[src/rtl/fc_align_sequencer_if.sv]
// Link between the alignment sequencer and the fast-command decoder top.
interface fc_align_sequencer_if;
  logic fccAlign;
  logic selfAlignEn;
  logic clkDelayEn;
  logic fcDelayEn;
  logic aligned;
  logic invalidCmd;

  modport master (
    output fccAlign, selfAlignEn, clkDelayEn, fcDelayEn,
    input  aligned, invalidCmd
  );

  modport slave (
    input  fccAlign, selfAlignEn, clkDelayEn, fcDelayEn,
    output aligned, invalidCmd
  );
endinterface

[src/rtl/fc_align_sequencer.sv]
// Fast-command decoder alignment supervisor: pulses fccAlign, waits for a stable lock,
// retries in self-align mode, then scans the four manual delay settings before giving up.
module fc_align_sequencer #(
  parameter int unsigned PULSE_LEN    = 4,
  parameter int unsigned SETTLE       = 64,
  parameter int unsigned LOCK_TIMEOUT = 1024,
  parameter int unsigned MAX_RETRY    = 3,
  parameter int unsigned ERR_WINDOW   = 4096,
  parameter int unsigned ERR_THRESH   = 4
) (
  input  logic                 clk40,
  input  logic                 reset,
  input  logic                 enable,
  input  logic                 forceRealign,
  fc_align_sequencer_if.master dec,
  output logic                 locked,
  output logic                 failed,
  output logic [2:0]           state,
  output logic [1:0]           retryCnt,
  output logic [7:0]           errCnt
);

  localparam logic [2:0] IDLE      = 3'd0;
  localparam logic [2:0] PULSE     = 3'd1;
  localparam logic [2:0] WAIT_LOCK = 3'd2;
  localparam logic [2:0] LOCKED    = 3'd3;
  localparam logic [2:0] FAILED    = 3'd4;

  localparam int PW = $clog2(PULSE_LEN + 1);
  localparam int SW = $clog2(SETTLE + 1);
  localparam int TW = $clog2(LOCK_TIMEOUT + 1);
  localparam int WW = $clog2(ERR_WINDOW + 1);
  localparam int EW = $clog2(ERR_THRESH + 1);

  localparam logic [PW-1:0] PULSE_LAST   = PW'(PULSE_LEN - 1);
  localparam logic [SW-1:0] SETTLE_LAST  = SW'(SETTLE - 1);
  localparam logic [TW-1:0] TIMEOUT_LAST = TW'(LOCK_TIMEOUT - 1);
  localparam logic [WW-1:0] WINDOW_LAST  = WW'(ERR_WINDOW - 1);
  localparam logic [EW-1:0] THRESH_LAST  = EW'(ERR_THRESH - 1);
  localparam logic [1:0]    RETRY_MAX    = 2'(MAX_RETRY);

  logic          fcc_align;
  logic          self_align_en;
  logic [1:0]    manual_setting;
  logic [PW-1:0] pulse_cnt;
  logic [SW-1:0] settle_cnt;
  logic [TW-1:0] timer;
  logic [WW-1:0] win_cnt;
  logic [EW-1:0] win_err;
  logic          aligned;
  logic          invalid_cmd;
  logic          err_hit;
  logic          win_wrap;

  assign dec.fccAlign    = fcc_align;
  assign dec.selfAlignEn = self_align_en;
  assign dec.clkDelayEn  = manual_setting[1];
  assign dec.fcDelayEn   = manual_setting[0];
  assign aligned         = dec.aligned;
  assign invalid_cmd     = dec.invalidCmd;

  // The invalidCmd that lands on the threshold counts even in the last cycle of a window.
  assign err_hit  = invalid_cmd && (win_err == THRESH_LAST);
  assign win_wrap = (win_cnt == WINDOW_LAST);

  always_ff @(posedge clk40) begin
    if (reset) begin
      state          <= IDLE;
      fcc_align      <= 1'b0;
      self_align_en  <= 1'b1;
      manual_setting <= 2'b00;
      locked         <= 1'b0;
      failed         <= 1'b0;
      retryCnt       <= 2'd0;
      errCnt         <= 8'd0;
      pulse_cnt      <= '0;
      settle_cnt     <= '0;
      timer          <= '0;
      win_cnt        <= '0;
      win_err        <= '0;
    end else if (!enable) begin
      state          <= IDLE;
      fcc_align      <= 1'b0;
      self_align_en  <= 1'b1;
      manual_setting <= 2'b00;
      locked         <= 1'b0;
      failed         <= 1'b0;
      retryCnt       <= 2'd0;
      pulse_cnt      <= '0;
      settle_cnt     <= '0;
      timer          <= '0;
      win_cnt        <= '0;
      win_err        <= '0;
    end else if (forceRealign && state != IDLE) begin
      state          <= PULSE;
      fcc_align      <= 1'b1;
      self_align_en  <= 1'b1;
      manual_setting <= 2'b00;
      locked         <= 1'b0;
      failed         <= 1'b0;
      retryCnt       <= 2'd0;
      pulse_cnt      <= '0;
    end else begin
      case (state)
        IDLE: begin
          state          <= PULSE;
          fcc_align      <= 1'b1;
          self_align_en  <= 1'b1;
          manual_setting <= 2'b00;
          retryCnt       <= 2'd0;
          pulse_cnt      <= '0;
        end

        PULSE: begin
          if (pulse_cnt == PULSE_LAST) begin
            state      <= WAIT_LOCK;
            fcc_align  <= 1'b0;
            timer      <= '0;
            settle_cnt <= '0;
          end else begin
            pulse_cnt <= pulse_cnt + PW'(1);
          end
        end

        // A completed settle count takes priority over a coinciding timeout.
        WAIT_LOCK: begin
          timer      <= timer + TW'(1);
          settle_cnt <= aligned ? settle_cnt + SW'(1) : '0;
          if (aligned && settle_cnt == SETTLE_LAST) begin
            state   <= LOCKED;
            locked  <= 1'b1;
            win_cnt <= '0;
            win_err <= '0;
          end else if (timer == TIMEOUT_LAST) begin
            if (self_align_en || manual_setting != 2'b11) begin
              state     <= PULSE;
              fcc_align <= 1'b1;
              pulse_cnt <= '0;
            end else begin
              state  <= FAILED;
              failed <= 1'b1;
            end
            if (self_align_en) begin
              if (retryCnt < RETRY_MAX) begin
                retryCnt <= retryCnt + 2'd1;
              end else begin
                self_align_en  <= 1'b0;
                manual_setting <= 2'b00;
              end
            end else if (manual_setting != 2'b11) begin
              manual_setting <= manual_setting + 2'd1;
            end
          end
        end

        LOCKED: begin
          if (invalid_cmd && errCnt != 8'hFF) begin
            errCnt <= errCnt + 8'd1;
          end
          win_cnt <= win_wrap ? '0 : win_cnt + WW'(1);
          if (win_wrap) begin
            win_err <= '0;
          end else if (invalid_cmd) begin
            win_err <= win_err + EW'(1);
          end
          if (!aligned || err_hit) begin
            state     <= PULSE;
            fcc_align <= 1'b1;
            locked    <= 1'b0;
            pulse_cnt <= '0;
          end
        end

        FAILED: begin
          state <= FAILED;
        end

        default: begin
          state     <= IDLE;
          fcc_align <= 1'b0;
          locked    <= 1'b0;
          failed    <= 1'b0;
        end
      endcase
    end
  end

endmodule

[src/flat_wrapper.sv]
// flat-port wrapper written by rule: the top's interface ports become plain ports
module fc_align_sequencer_flat 
#(
  parameter int unsigned PULSE_LEN    = 4,
  parameter int unsigned SETTLE       = 64,
  parameter int unsigned LOCK_TIMEOUT = 1024,
  parameter int unsigned MAX_RETRY    = 3,
  parameter int unsigned ERR_WINDOW   = 4096,
  parameter int unsigned ERR_THRESH   = 4
)
  (clk40, reset, enable, forceRealign, locked, failed, state, retryCnt, errCnt, dec_fccAlign, dec_selfAlignEn, dec_clkDelayEn, dec_fcDelayEn, dec_aligned, dec_invalidCmd);
  fc_align_sequencer_if dec_i ();
  input  logic clk40;
  input  logic reset;
  input  logic enable;
  input  logic forceRealign;
  output logic locked;
  output logic failed;
  output logic [2:0] state;
  output logic [1:0] retryCnt;
  output logic [7:0] errCnt;
  output wire logic [$bits(dec_i.fccAlign)-1:0] dec_fccAlign;
  output wire logic [$bits(dec_i.selfAlignEn)-1:0] dec_selfAlignEn;
  output wire logic [$bits(dec_i.clkDelayEn)-1:0] dec_clkDelayEn;
  output wire logic [$bits(dec_i.fcDelayEn)-1:0] dec_fcDelayEn;
  input wire logic [$bits(dec_i.aligned)-1:0] dec_aligned;
  input wire logic [$bits(dec_i.invalidCmd)-1:0] dec_invalidCmd;
  assign dec_fccAlign = dec_i.fccAlign;
  assign dec_selfAlignEn = dec_i.selfAlignEn;
  assign dec_clkDelayEn = dec_i.clkDelayEn;
  assign dec_fcDelayEn = dec_i.fcDelayEn;
  assign dec_i.aligned = dec_aligned;
  assign dec_i.invalidCmd = dec_invalidCmd;
  fc_align_sequencer #(.PULSE_LEN(PULSE_LEN), .SETTLE(SETTLE), .LOCK_TIMEOUT(LOCK_TIMEOUT), .MAX_RETRY(MAX_RETRY), .ERR_WINDOW(ERR_WINDOW), .ERR_THRESH(ERR_THRESH)) u_core (.clk40(clk40), .reset(reset), .enable(enable), .forceRealign(forceRealign), .dec(dec_i), .locked(locked), .failed(failed), .state(state), .retryCnt(retryCnt), .errCnt(errCnt));
endmodule
[config.mk]
export PLATFORM = sky130hd
export DESIGN_NAME = fc_align_sequencer_flat
export DESIGN_NICKNAME = d
export VERILOG_FILES = /design/src/rtl/fc_align_sequencer_if.sv /design/src/rtl/fc_align_sequencer.sv /design/src/flat_wrapper.sv
export SDC_FILE = /design/constraint.sdc
export NUM_CORES = 1
export LEC_CHECK = 0
export CAP_MARGIN = 20
export CORE_MARGIN = 3
export CORE_UTILIZATION = 30
export CTS_BUF_LIST = sky130_fd_sc_hd__clkbuf_8
export CTS_CLUSTER_DIAMETER = 120
export DETAILED_ROUTE_END_ITERATION = 6
export DONT_BUFFER_PORTS = 1
export GPL_TIMING_DRIVEN = 1
export SYNTH_ARGS = -nofsm -noshare
export SYNTH_HDL_FRONTEND = slang
export SYNTH_SLANG_ARGS = --single-unit
[constraint.sdc]
create_clock -name clk40 -period 3.65 [get_ports clk40]
set_input_delay 0.73 -clock clk40 [delete_from_list [all_inputs] [get_ports clk40]]
set_output_delay 0.73 -clock clk40 [all_outputs]
set_load 0.005 [all_outputs]
# Word level (Yosys, flattened, before mapping)
# Cells that the tools add are included.
# word_totals
output_inout_bits	19
in_bits	6
elab_cells	144
regBits	56
# op_classes
n_reduce_logical	30
mux	55
n_bitwise	4
order_cmp	1
add_sub_neg	8
n_eq_ne	32
# ops
cell	count
two-way mux 3 bit	13
two-way mux 13 bit	2
case mux 13 bit (2 select lines)	1
case mux 11 bit (2 select lines)	1
two-way mux 2 bit	9
!= test 3 x 1 -> 1 bit (second input constant)	6
AND reduction 3 bit	6
two-way mux 1 bit	16
!= test 2 x 1 -> 1 bit (second input constant)	8
case mux 3 bit (5 select lines)	1
two-way mux 7 bit	2
case mux 7 bit (2 select lines)	1
adder 13 x 1 -> 13 bit (second input constant)	1
== test 13 x 12 -> 1 bit (second input constant)	1
== test 3 x 2 -> 1 bit (second input constant)	4
case mux 3 bit (4 select lines)	1
AND reduction 4 bit	3
AND reduction 6 bit	2
adder 11 x 1 -> 11 bit (second input constant)	1
== test 11 x 10 -> 1 bit (second input constant)	1
two-way mux 11 bit	1
AND reduction 5 bit	2
adder 8 x 1 -> 8 bit (second input constant)	1
!= test 2 bit (second input constant)	4
other kinds (27)	42

# Depth between registers and ports, before layout
# logic_depth
word_depth	7
depth_mapped	8
depth_no_buf	7

# Worst setup path before layout
# Ideal clock, no wire load.
# synth_timing
path_type	input to register
startpoint	input port dec_aligned
endpoint	register u_core.win_cnt[7]
setup_slack_ns	1.714
cell_stages	6
required_time_ns	3.580
n_path_buf	1
arrival_ns	1.866
setup_time_ns	0.070
path_cell_list	and3_1 > and2_1 > o311ai_2 > buf_2 > a21oi_1 > a21oi_1
# synth_between
elab_chain_cells	3
# synth_lines
item	line	source
start, declared	flat_wrapper.sv:26	input wire logic [$bits(dec_i.aligned)-1:0] dec_aligned;
logical AND 1 bit	fc_align_sequencer.sv:129	if (aligned && settle_cnt == SETTLE_LAST) begin
!= test 2 x 1 -> 1 bit (no line)	n/a	
AND reduction 3 bit (no line)	n/a	
end signal, assigned	fc_align_sequencer.sv:160	win_cnt <= win_wrap ? '0 : win_cnt + WW'(1);
end, declared	fc_align_sequencer.sv:48	logic [WW-1:0] win_cnt;
# Every way passes these cells.
# A chain may end at the register's enable or synchronous reset.

# Final worst setup path
# layout_timing
startpoint	register u_core.state[1]
endpoint	register u_core.timer[0]
# layout_between
elab_chain_cells	4
word_cells_on_any_way	9
cone_classes	3 x eq/ne; 1 x mux; 1 x bitwise; 4 x reduce/logical
# layout_lines
item	line	source
start, declared	fc_align_sequencer.sv:18	output logic [2:0] state,
start signal, assigned	fc_align_sequencer.sv:68	state <= IDLE;
start signal, assigned	fc_align_sequencer.sv:82	state <= IDLE;
start signal, assigned	fc_align_sequencer.sv:95	state <= PULSE;
parallel branches: the longest is 4 deep, another holds == test 3 x 1 -> 1 bit	n/a	
end signal, assigned	fc_align_sequencer.sv:127	timer <= timer + TW'(1);
end, declared	fc_align_sequencer.sv:47	logic [TW-1:0] timer;
# Parallel ways; which one is timed is not known.

==> impl_metrics.toml <==
[cts]
root_buffer = "clkbuf_8"
cts_made_buffers = 5
postCtsSetupBuffers = 0
cts_resized = 0
htree_num_levels = 2
clock_latency_ns = 0.31
cts.path.max_buffers = 2
clkSinkCount = 56
tritoncts = "built"
cts.reportedPaths.clkPinSlew_ns = 0.10
cts_hold_buffers = 0

[detailed_routing]
routed_wl_um = 6170
vias = 2380
drt_iter0_drc = 237
vias_per_cell = 5.07
drt_pre_antenna_iters = 4
post_drt_wl_per_cell_um = 13.1
route.antenna.remaining_nets = 0
drc = 0

[logic_synthesis]
ys_async_sr_fraction = 0
synth-edff-count = 0
synth.most_common_cell = "dfxtp_1"
cell_area_synth_mm2 = 0.00287
postSynthAreaPerCell_um2 = 8.36
gate_count_after_technology_mapping = 343
netlist.top_cell.by_area = "dfxtp_1"
dominant_cells_by_area_after_synthesis = "dfxtp_1 (39%), nor2_1 (6.0%), ha_1 (4.4%)"
synthDistinctLibCells = 55
ys_warn_count = 0
synth.ff_latch_count = 56
synth.top_cells.by_count = "dfxtp_1 (56), nor2_1 (46), nand2_1 (31)"
syn_nets = 359
synth.top_cell.area_share = 0.391
share_of_the_yosys_chip_area_belonging_to_registers = 0.391
ys_dominant_reg_cell = "dfxtp_1"

[worst_setup_path]
worst_setup_path_start_kind = "register"
launching_element_of_the_worst_setup_path = "u_core.state[1]"
cp_slowest_cell = "dfxtp_1"
crit_type = "reg2reg"
worst_reg2reg_path_endpoint = "u_core.timer[0]"
worst_setup_ep_type = "register"
timing.critical_path.mode_cell = "nand2_1"
r2r_setup_slack_ns = 1.40
critPathMaxFanout = 22
worst_r2r_path_depth = 5
reg2reg_from = "u_core.state[1]"
crit_arrival_ns = 2.44
cp_data_required_time_ns = 3.84
worst_path_largest_cell_delay_ns = 0.83
timing.critical_path.cells = "nor2b_1 > o21a_1 > nand2_1 > nand2_1 > nor2_1"
critical_path.endpoint = "u_core.timer[0]"

[pwr]
power.net_switching_uw = 227
switching_share = 0.216
vdd_ir_drop_max_uv = 179
power_per_cell_area_mw_per_mm2 = 340
comb_pwr_share = 0.034
power.share.sequential = 0.588
total_power_mw = 1.05
clk_network_pwr_share = 0.379
total_leakage_power_nw = 1.08
intPower_uw = 826

[floorplan]
rows = 35
core_area_mm2 = 0.00928
design.portCount = 25
die_area_mm2 = 0.0108
die_width_um = 104
fp.dieH_um = 104
starting_density_of_the_core = 0.309

[finish]
diodes = 0
utilization = 0.334
sequential_cell_area_mm2 = 0.00112
fin_nets = 355
multi_input_comb_area_mm2 = 0.00165
layout.cell_area.non_filler_mm2 = 0.00310
fraction_of_final_layout_cells_with_drive_strength_greater_than_1 = 0.0559
fillCellCount = 993
syn2layout_area_growth_pct = 8.03

[sta]
max-slew-margin-rel = 0.493
min_period_ns = 2.25
clock.fmax_mhz = 444
finalCritPeriodShare = 0.617
rsz0062_at_grt = "no"
finalHoldViolations = 0
final-max-slew-violation-count = 0
worst_slew_pin_slew_ns = 0.759
totalNegativeSetupSlack_ns = 0
fin_skew_ns = 0.0135
setup_viol_count_final = 0

[grt]
grt_antenna_before_repair = 0
grt_overflow_total = 0
grt_use_total = 0.116
grt_pass1_vias = 2189
largest_net_degree_at_the_start_of_global_routing = 23
global_route_wire_length_before_repair_um = 10600

[placed_design]
port-buffer-count = 0
gpl.final_weighted_congestion = 0.792
detailedPlacementHpwl_um = 4470
place_area_mm2 = 0.00299

[flow_run]
max_cap_violations = 0

[status]
run_status = "complete, no violations"

[hold_path]
hold_path.class = "reg2reg"
[cells in the final DEF, fill, tap and decap left out, types with 6 or more instances in the layout]
master and n:
nand2b_1 6, and3_1 8, a31oi_1 6, o21ai_0 16, a21oi_1 19, nor2b_1 6
ha_1 10, nor3_1 9, nand4_1 14, xor2_1 13, nand2_1 31, xnor2_1 7
nand3_1 17, dfxtp_1 56, inv_1 7, nor2_1 46
[cell type report]
type                    count  area share
well taps                 129      0.0521
multi-input cells         266       0.534
repair buffers              4     0.00970
flip-flops and latches     56       0.362
clock inverters             3      0.0125
inverters                   6     0.00727
clock buffers               5      0.0222
[layer usage]
layer / part of all wire / wire length, µm / up-vias / global-route usage
met3: 0.039 / 238 / 7 / 0.0255
met2: 0.46 / 2840 / 47 / 0.185
li1: - / - / 1228 / -
met5: 0 / 0 / - / 0
met4: 0.011 / 68 / 0 / 0.0351
met1: 0.49 / 3020 / 1098 / 0.158
[power groups by stage]
stage | combinational [mW] | clock [mW] | sequential, mW
6_report | 0.0356 | 0.399 | 0.619
5_1_grt | 0.0404 | 0.437 | 0.620
4_1_cts | 0.0361 | 0.417 | 0.619
3_5_place_dp | 0.0361 | 0 | 0.633
3_3_place_gp | 0.0361 | 0 | 0.633
2_1_floorplan | 0.0316 | 0 | 0.629
[state kept, by name (all words and copies together) (netlist names), 3 cells and up]
name,flops
u_core.win_cnt,13
u_core.timer,11
u_core.errCnt,8
u_core.settle_cnt,7
u_core.pulse_cnt,3
u_core.state,3
u_core.win_err,3
[critical path: cells and delay by family (launching register included)]
kind | cells | cell delay [ns]
flip-flops | 1 | 0.83
AO/OA/AOI/OAI | 1 | 0.46
AND/OR/NAND/NOR | 4 | 0.82
[cell families (layout without fill, tap and decap cells)]
logic type                 count (synthesis)  in the layout  synth area share
xor gates and xnor gates                  20             20            0.0611
DFF                                       56             56             0.391
and+or+nand+nor                          164            164             0.302
adders and majority gates                 10             10            0.0436
buffers and inverters                     21             18            0.0319
AOI/OAI and AO/OA                         67             67             0.152
muxes                                      5              5            0.0175
[per-stage QoR]
stage / setup slack (ns) / instances / hold WS, ns
after global routing: 1.19 / 469 / 0.457
after detailed placement: 1.39 / 461 / 0.453
final: 1.40 / 469 / 0.467
after CTS: 1.36 / 469 / 0.464
after floorplan: 1.71 / 343 / 0.440
after global placement: 1.47 / 461 / 0.445
[how the worst min path moves through the flow]
stage                             startpoint                  to  slack, ns  depth (start not counted)
after detailed placement  u_core.win_cnt[12]  u_core.win_cnt[12]       0.45                          1
final                     u_core.win_cnt[12]  u_core.win_cnt[12]       0.47                          1
after global placement    u_core.win_cnt[12]  u_core.win_cnt[12]       0.45                          1
after CTS                              reset    u_core.errCnt[7]       0.46                          1
after floorplan           u_core.win_cnt[12]  u_core.win_cnt[12]       0.44                          1
after global routing                   reset    u_core.errCnt[4]       0.46                          1
No activity file was read; power rests on OpenSTA's default activity.
